### config.mk
export PLATFORM = sky130hd
export DESIGN_NAME = iotdf_param
export DESIGN_NICKNAME = d
export VERILOG_FILES = /design/src/rtl/iotdf_param.sv
export SDC_FILE = /design/constraint.sdc
export NUM_CORES = 2
export LEC_CHECK = 0
export BUFFER_PORTS_ARGS = -buffer_cell sky130_fd_sc_hd__buf_2
export CAP_MARGIN = 20
export CORE_MARGIN = 5
export CORE_UTILIZATION = 55
export DETAILED_ROUTE_END_ITERATION = 8
export GPL_TIMING_DRIVEN = 0
export HOLD_SLACK_MARGIN = 0.03
export PLACE_DENSITY = 0.69
export SLEW_MARGIN = 20
export SYNTH_ARGS = -nofsm -noshare
export SYNTH_HDL_FRONTEND = slang
export SYNTH_SLANG_ARGS = --single-unit
export TNS_END_PERCENT = 100
### constraint.sdc
create_clock -name clk -period 11.3 [get_ports clk]
set_clock_uncertainty 0.1 [all_clocks]
set_input_delay 0 -clock clk [delete_from_list [all_inputs] [get_ports clk]]
set_output_delay 0 -clock clk [all_outputs]
set_load 0.1 [all_outputs]
### src/rtl/iotdf_param.sv
// -----------------------------------------------------------------------------
// iotdf_param : parametrised IoT data filter
//
// Packs an IN_W-bit beat stream (MSB beat first) into DW = IN_W*N_BYTES bit
// unsigned items, groups items into rounds of ROUND_LEN and applies one of
// seven filter / reduce functions per round.
//
// Ports
//   clk      in   clock, all state updates on the rising edge
//   rst_n    in   synchronous active-low reset
//   in_en    in   input beat valid (accepted only while busy = 0)
//   iot_in   in   IN_W-bit input beat, first beat of an item is its MSB
//   fn_sel   in   function: 1 MAX, 2 MIN, 3 AVG, 4 EXT, 5 EXC, 6 PMAX,
//                 7 PMIN, 0 none; latched on the first beat of a round
//   thr_lo   in   lower threshold for EXT/EXC, latched with fn_sel
//   thr_hi   in   upper threshold for EXT/EXC, latched with fn_sel
//   busy     out  high for the single round-end evaluation cycle
//   valid    out  single-cycle result strobe
//   iot_out  out  result, holds its last value while valid = 0
//
// ROUND_LEN must be a power of two and at least 2.
// -----------------------------------------------------------------------------
module iotdf_param #(
    parameter int IN_W      = 8,
    parameter int N_BYTES   = 16,
    parameter int ROUND_LEN = 8
) (
    input  logic                    clk,
    input  logic                    rst_n,
    input  logic                    in_en,
    input  logic [IN_W-1:0]         iot_in,
    input  logic [2:0]              fn_sel,
    input  logic [IN_W*N_BYTES-1:0] thr_lo,
    input  logic [IN_W*N_BYTES-1:0] thr_hi,
    output logic                    busy,
    output logic                    valid,
    output logic [IN_W*N_BYTES-1:0] iot_out
);

    localparam int DW    = IN_W * N_BYTES;
    localparam int LOG2R = $clog2(ROUND_LEN);
    // The sum of ROUND_LEN items needs LOG2R extra bits to never overflow.
    localparam int SW    = DW + LOG2R;
    localparam int BCW   = (N_BYTES > 1) ? $clog2(N_BYTES) : 1;
    localparam int ICW   = LOG2R;

    localparam logic [BCW-1:0] LAST_BEAT = BCW'(N_BYTES - 1);
    localparam logic [ICW-1:0] LAST_ITEM = ICW'(ROUND_LEN - 1);

    localparam logic [2:0] FN_NONE = 3'd0;
    localparam logic [2:0] FN_MAX  = 3'd1;
    localparam logic [2:0] FN_MIN  = 3'd2;
    localparam logic [2:0] FN_AVG  = 3'd3;
    localparam logic [2:0] FN_EXT  = 3'd4;
    localparam logic [2:0] FN_EXC  = 3'd5;
    localparam logic [2:0] FN_PMAX = 3'd6;
    localparam logic [2:0] FN_PMIN = 3'd7;

    typedef enum logic [1:0] {
        S_IDLE = 2'd0,
        S_FILL = 2'd1,
        S_EVAL = 2'd2
    } state_t;

    state_t          state_q, state_d;

    logic [BCW-1:0]  beat_cnt_q, beat_cnt_d;
    logic [ICW-1:0]  item_cnt_q, item_cnt_d;
    logic [DW-1:0]   item_q, item_d;
    logic [2:0]      fn_q, fn_d;
    logic [DW-1:0]   lo_q, lo_d;
    logic [DW-1:0]   hi_q, hi_d;
    logic [DW-1:0]   max_q, max_d;
    logic [DW-1:0]   min_q, min_d;
    logic [SW-1:0]   sum_q, sum_d;
    logic [DW-1:0]   peak_q, peak_d;
    logic            peak_set_q, peak_set_d;
    logic            valid_q, valid_d;
    logic [DW-1:0]   out_q, out_d;

    logic            accept;
    logic            round_start;
    logic            item_done;
    logic            first_item;
    logic            last_item;
    logic            round_done;
    logic            round_fn;
    logic [2:0]      fn_eff;
    logic [DW-1:0]   lo_eff;
    logic [DW-1:0]   hi_eff;
    logic [DW-1:0]   item_new;
    logic [DW-1:0]   rmax;
    logic [DW-1:0]   rmin;
    logic [SW-1:0]   rsum;
    logic            in_window;
    logic            out_window;

    // ------------------------------------------------------------------
    // Beat acceptance and item assembly
    // ------------------------------------------------------------------
    assign accept      = in_en && (state_q != S_EVAL);
    assign round_start = accept && (beat_cnt_q == '0) && (item_cnt_q == '0);
    assign item_done   = accept && (beat_cnt_q == LAST_BEAT);
    assign first_item  = (item_cnt_q == '0);
    assign last_item   = (item_cnt_q == LAST_ITEM);
    assign round_done  = item_done && last_item;

    // On the first beat of a round the live inputs are the values being
    // latched, so they already govern that beat.
    assign fn_eff = round_start ? fn_sel : fn_q;
    assign lo_eff = round_start ? thr_lo : lo_q;
    assign hi_eff = round_start ? thr_hi : hi_q;

    // MSB beat arrives first, so each new beat shifts in at the bottom.
    // After N_BYTES shifts every stale bit of the previous item is gone.
    assign item_new = (item_q << IN_W) | DW'(iot_in);

    // Round statistics including the item completing this cycle.
    assign rmax = (first_item || (item_new > max_q)) ? item_new : max_q;
    assign rmin = (first_item || (item_new < min_q)) ? item_new : min_q;
    assign rsum = (first_item ? '0 : sum_q) + SW'(item_new);

    assign in_window  = (lo_eff < item_new) && (item_new < hi_eff);
    assign out_window = (item_new < lo_eff) || (item_new > hi_eff);

    assign round_fn = (fn_eff == FN_MAX)  || (fn_eff == FN_MIN) ||
                      (fn_eff == FN_AVG)  || (fn_eff == FN_PMAX) ||
                      (fn_eff == FN_PMIN);

    // ------------------------------------------------------------------
    // Datapath next state
    // ------------------------------------------------------------------
    always_comb begin
        beat_cnt_d = beat_cnt_q;
        item_cnt_d = item_cnt_q;
        item_d     = item_q;
        fn_d       = fn_q;
        lo_d       = lo_q;
        hi_d       = hi_q;
        max_d      = max_q;
        min_d      = min_q;
        sum_d      = sum_q;
        peak_d     = peak_q;
        peak_set_d = peak_set_q;
        valid_d    = 1'b0;
        out_d      = out_q;

        if (accept) begin
            item_d = item_new;
            if (item_done) begin
                beat_cnt_d = '0;
                item_cnt_d = last_item ? '0 : item_cnt_q + ICW'(1);
                max_d      = rmax;
                min_d      = rmin;
                sum_d      = rsum;
            end else begin
                beat_cnt_d = beat_cnt_q + BCW'(1);
            end
        end

        if (round_start) begin
            fn_d = fn_sel;
            lo_d = thr_lo;
            hi_d = thr_hi;
            // A peak only carries across consecutive rounds of the same
            // peak function.
            if ((fn_sel != fn_q) || !((fn_sel == FN_PMAX) || (fn_sel == FN_PMIN))) begin
                peak_set_d = 1'b0;
            end
        end

        if (item_done) begin
            case (fn_eff)
                FN_EXT: begin
                    if (in_window) begin
                        valid_d = 1'b1;
                        out_d   = item_new;
                    end
                end
                FN_EXC: begin
                    if (out_window) begin
                        valid_d = 1'b1;
                        out_d   = item_new;
                    end
                end
                FN_MAX: begin
                    if (round_done) begin
                        valid_d = 1'b1;
                        out_d   = rmax;
                    end
                end
                FN_MIN: begin
                    if (round_done) begin
                        valid_d = 1'b1;
                        out_d   = rmin;
                    end
                end
                FN_AVG: begin
                    if (round_done) begin
                        valid_d = 1'b1;
                        out_d   = DW'(rsum >> LOG2R);
                    end
                end
                FN_PMAX: begin
                    if (round_done && (!peak_set_q || (rmax > peak_q))) begin
                        valid_d    = 1'b1;
                        out_d      = rmax;
                        peak_d     = rmax;
                        peak_set_d = 1'b1;
                    end
                end
                FN_PMIN: begin
                    if (round_done && (!peak_set_q || (rmin < peak_q))) begin
                        valid_d    = 1'b1;
                        out_d      = rmin;
                        peak_d     = rmin;
                        peak_set_d = 1'b1;
                    end
                end
                default: begin
                    // FN_NONE: data consumed, nothing produced.
                end
            endcase
        end
    end

    // ------------------------------------------------------------------
    // FSM next state. Only round-reducing functions pass through EVAL;
    // EXT/EXC/none rounds stay in FILL so busy never rises for them.
    // ------------------------------------------------------------------
    always_comb begin
        state_d = state_q;
        case (state_q)
            S_IDLE: if (accept) state_d = S_FILL;
            S_FILL: if (round_done && round_fn) state_d = S_EVAL;
            S_EVAL: state_d = S_FILL;
            default: state_d = S_IDLE;
        endcase
    end

    // FSM outputs
    always_comb begin
        busy = (state_q == S_EVAL);
    end

    assign valid   = valid_q;
    assign iot_out = out_q;

    // ------------------------------------------------------------------
    // Registers
    // ------------------------------------------------------------------
    always_ff @(posedge clk) begin
        if (!rst_n) begin
            state_q    <= S_IDLE;
            beat_cnt_q <= '0;
            item_cnt_q <= '0;
            item_q     <= '0;
            fn_q       <= FN_NONE;
            lo_q       <= '0;
            hi_q       <= '0;
            max_q      <= '0;
            min_q      <= '0;
            sum_q      <= '0;
            peak_q     <= '0;
            peak_set_q <= 1'b0;
            valid_q    <= 1'b0;
            out_q      <= '0;
        end else begin
            state_q    <= state_d;
            beat_cnt_q <= beat_cnt_d;
            item_cnt_q <= item_cnt_d;
            item_q     <= item_d;
            fn_q       <= fn_d;
            lo_q       <= lo_d;
            hi_q       <= hi_d;
            max_q      <= max_d;
            min_q      <= min_d;
            sum_q      <= sum_d;
            peak_q     <= peak_d;
            peak_set_q <= peak_set_d;
            valid_q    <= valid_d;
            out_q      <= out_d;
        end
    end

endmodule

==> metrics, run 1 <==
worst endpoint type register input; Yosys reg bits 1033; Netlist cell types 91; Placed Cells 11200; I/O pin cnt 400; GRT worst endpoint iot_out[89]$_SDFFE_PN0P_/D; RePlAce Congestion 1.15; outcome did not finish; # port buffers about 400; Exit stage global routing (5_1_grt); Synth Warn # 0; Syn Area/Cell 7.73 um^2; predominant post-synthesis flop cell dfxtp_1; Initial Util between 50% and 60%; Post-Syn Area 70500 um^2; all-layer global routing usage 73.5%; H-tree Lvls 3; maximum root-to-sink buffer count 3; ys async rst share 0%; Synth Instances 9115; sequential area share after synthesis 29.3%; Die Y 368 um; largest net degree at the start of global routing 17; Error [ERROR GRT-0232] Routing congestion too high. Check the congestion heatmap in the GUI.; GRT overflow 164; clk sinks 1033; syn_nets ~10000; num rows between 100 and 150; die width 368 um; Post-synth EDFFs 0; Num CTS Buffers between 100 and 150; dpl hpwl 304 mm; root buffer cell clkbuf_16
[cells by family after synthesis]
family	synth area share, %
AOI/OAI and AO/OA	23.7
DFF	29.3
buffers and inverters	6.01
adders and majority gates	16.0
and+or+nand+nor	18.0
muxes	5.40
xor gates and xnor gates	1.60
[synthesized netlist by cell type, drive strengths merged, types with 31 or more instances]
cell type,number,area share (%)
a22o,31,0.39
and2,157,1.4
a21oi,898,6.4
clkbuf,435,2.3
o21ai,554,3.9
nor3,78,0.55
nor2,1134,6.0
nor2b,35,0.31
o22ai,117,1.0
nor4,32,0.29
o211ai,47,0.50
xnor2,77,0.96
mux2i,359,5.1
a211oi,326,3.5
inv,580,3.1
o21a,65,0.69
a211o,50,0.62
nand4,204,1.8
buf,94,0.59
ha,899,16
nand3,111,0.80
dfxtp,1033,29
a21o,207,2.2
nand2,1021,5.4
o21bai,46,0.49
xor2,52,0.65
o221ai,57,0.71
[routing by layer]
metal	overflow	track usage, %
met1	13	78.0
met2	87	85.2
met3	7	62.5
met4	56	64.0
met5	1	30.7
[repair_timing]
| action | CTS |
|---|---|
| endpoints found under the setup margin | 258 |
| hold buffers | 507 |
| setup buffers | 1 |
| pin swaps | 1 |
| endpoints found under the hold margin | 306 |
| gates resized for setup | 37 |
[through the flow]
step | util, % | worst slack (ns) | instance area, um^2
4_1_cts | 66.5 | 0.0143 | 84600
3_5_place_dp | 59.0 | -2.20 | 75100
3_3_place_gp | 58.5 | -3.51 | 74500
2_1_floorplan | - | 4.64 | 70500
==> run 2, diff against run 1 <==
CORE_UTILIZATION = 40   (was 55)
HOLD_SLACK_MARGIN = default   (was 0.03)
PLACE_DENSITY = default   (was 0.69)
PLACE_DENSITY_LB_ADDON = 0.15   (was default)
==> run 2 against run 1 <==
The flow now finishes, with violations (negative setup slack). Synthesized cell count did not move. Area after synthesis stayed put.
==> metrics, run 2 <==
setup TNS -94.78 ns; Tmin final between 10 and 15 ns; Setup crit end kind register; setup slack at placement -2.95 ns (-0.753 ns); number of flip-flops in the largest register 131; routed via count 81400; Post-synth EDFFs 0 (unchanged); Num CTS Buffers 134 (+14%); predominant post-synthesis flop cell dfxtp_1; crit path DAT about 13 ns; Synth area leaders dfxtp_1 (29%), ha_1 (16%), a21oi_1 (6.4%), nor2_1 (6.0%), nand2_1 (5.4%); outcome finished, violations left; synth cell count leaders nor2_1 (1134), dfxtp_1 (1033), nand2_1 (1021), ha_1 (899), a21oi_1 (898); num rows 154 (+18%); Die Y 430 um (+17%); Lkg Pwr 37.9 nW; Final setup viols 250; initial antenna violation count 52; GRT overflow 0; Setup WS post-layout -0.671 ns; CP Buf/Inv Count 6; Syn Area/Cell 7.73 um^2 (unchanged); Slew @ Worst Pin 1.42 ns; syn_nets 10300 (unchanged); layout cell share with drive strength beyond 1 9.98%; Total Power 0.00986 W; die width 430 um (+17%); Reg2Reg Launch Point item_q[43]; CP delay by family, top simple AND/OR/NAND/NOR gates; Avg WL per Cell 35.1 um; largest net degree at the start of global routing 17; H-tree Lvls 4 (+1); CP peak stage delay 1.15 ns; final hold violation count 0; fin util 49.4%; clk sinks 1033 (unchanged); Rel. slew slack 4.41%; Synth Warn # 0 (unchanged); I/O pin cnt 400 (unchanged); CP startpoint kind register; Critical Path RT 11.85 ns; core region area 176000 um^2; CTS tree yes; Synth area leader dfxtp_1; CP max stage cell o21ai_0; Post-Syn Area 70500 um^2 (unchanged); fillers 17300; Period Utilization, post-route 106%; power density over the cells 114 nW/um^2; CP Class register to register; final WL between 400 and 500 mm; Final ANT Viol Nets 0; crit path launch item_q[43]; reg-to-reg critical path endpoint peak_q[96]; ys async rst share 0% (unchanged); RSZ-0062 raised after global routing no; drt drc 0; Biggest register sum_q; all-layer global routing usage 46.0%; Netlist cell types 91 (unchanged); Initial DRC Count 12400; sequential area share after synthesis 29.3% (unchanged); Area Overhead vs Synth 23.1%; # port buffers 399 (unchanged); commonest non-fill, non-tap cell in the layout nor2_1; commonest non-fill, non-tap cells in the layout nor2_1 (1128), nand2_1 (1020), dfxtp_1 (944); RePlAce Congestion 1.12 (-2.4%); Yosys reg bits 1033 (unchanged); Pins Over Slew Limit 0; Max-Cap Viols 0; vias per std cell about 6.4; FF-to-FF setup slack -0.67 ns; worst min-delay path class input pin to register; Crit Path Max Fanout 10; vias in the first global route about 75000; Net count, final 11400; dpl hpwl 336 mm (+11%); Initial Util 40.1% (-15 points); clock-pin slew on the worst setup and hold paths 0.06 ns; Worst-Skew Late Latency approximately 0.84 ns; Worst path depth 27; maximum root-to-sink buffer count 3 (unchanged); DRT Pass-1 Iters 6; failing checks negative setup slack; post-placement cell area 76400 um^2 (+1.7%); Synth Instances 9115 (unchanged); most frequent CP cell buf_2; final instance area 86800 um^2; CP endpoint peak_q[96]; count leader, synth nor2_1; first-pass GRT wire length between 500 and 600 mm; worst reg2reg path depth 27; share of the synthesized area in the top cell type 29.3% (unchanged); Total Die Area 185000 um^2; Worst VDD drop between 0.00015 and 0.0002 V; root buffer cell clkbuf_16; Peak Freq 83.5 MHz
run 2: cell counts after synthesis:
Identical to the previous run, type by type.
run 2: cell type report:
type	instances	area [um^2]	share of cell area (%)
inverter	581	2190	2.52
clock inverter	43	624	0.720
multi-input combinational	6972	45800	52.8
buffer	528	2300	2.65
tap	2340	2930	3.37
clock buffer	194	3910	4.50
timing repair buffer	970	8120	9.35
sequential	1033	20800	24.0
antenna	44	110	0.127
run 2: logic make-up (layout without fill, tap and decap cells):
kind of cell | Yosys count | after routing | synth area share [%]
compound gates | 2662 | 2662 | 23.7
xor+xnor | 129 | 129 | 1.60
fa+ha+maj | 900 | 900 | 16.0
buf+inv | 1110 | 2316 | 6.01
flops | 1033 | 1033 | 29.3
mux | 378 | 378 | 5.40
other cells | 0 | 44 | 0
simple gates | 2903 | 2903 | 18.0
run 2: metrics by stage:
stage / hold slack, ns / cells
2_1_floorplan: 0.0360 / 9115
3_3_place_gp: 0.172 / 11900
3_5_place_dp: 0.174 / 11900
4_1_cts: 0.00161 / 12700
5_1_grt: 0.0723 / 12700
6_report: 0.0748 / 12700
run 2: worst min-delay path by stage:
stage	from	to	slack, ns	cells past startpoint
after detailed placement	thr_lo[53]	lo_q[53]	0.17	3
after global routing	iot_in[7]	item_q[7]	0.07	4
after global placement	thr_lo[97]	lo_q[97]	0.17	3
final	iot_in[7]	item_q[7]	0.07	4
after floorplan	iot_in[2]	item_q[2]	0.04	2
after CTS	thr_lo[0]	lo_q[0]	0.002	4
run 2: tightest hold or removal path, cell delays in order:
cell	delay [ns]
dlygate4sd3_1	0.53
buf_2	0.24
nand2_1	0.10
a21oi_1	0.06
run 2: timing repair:
action / in CTS / in global routing
pin swaps: 3 / 1
setup endpoints to repair: 258 / 240
hold buffers: 529 / 0
endpoints found under the hold margin: 345 / 0
gates resized for setup: 116 / 43
buffers inserted: 3 / 0
run 2: layer usage:
metal | wire length [um] | share of wire [%] | track usage (%)
met1 | 172000 | 39 | 58.5
met2 | 173000 | 39 | 63.8
met3 | 61600 | 14 | 16.7
met4 | 39400 | 8.8 | 32.5
met5 | 160 | 0.036 | 0.130
run 2: power breakdown:
part	internal, W	total, W	switching, W
combinational	0.000497	0.00153	0.00103
clock	0.00270	0.00459	0.00189
sequential	0.00371	0.00375	0.0000389
total	0.00690	0.00986	0.00296
(Power assumes the default switching activity.)
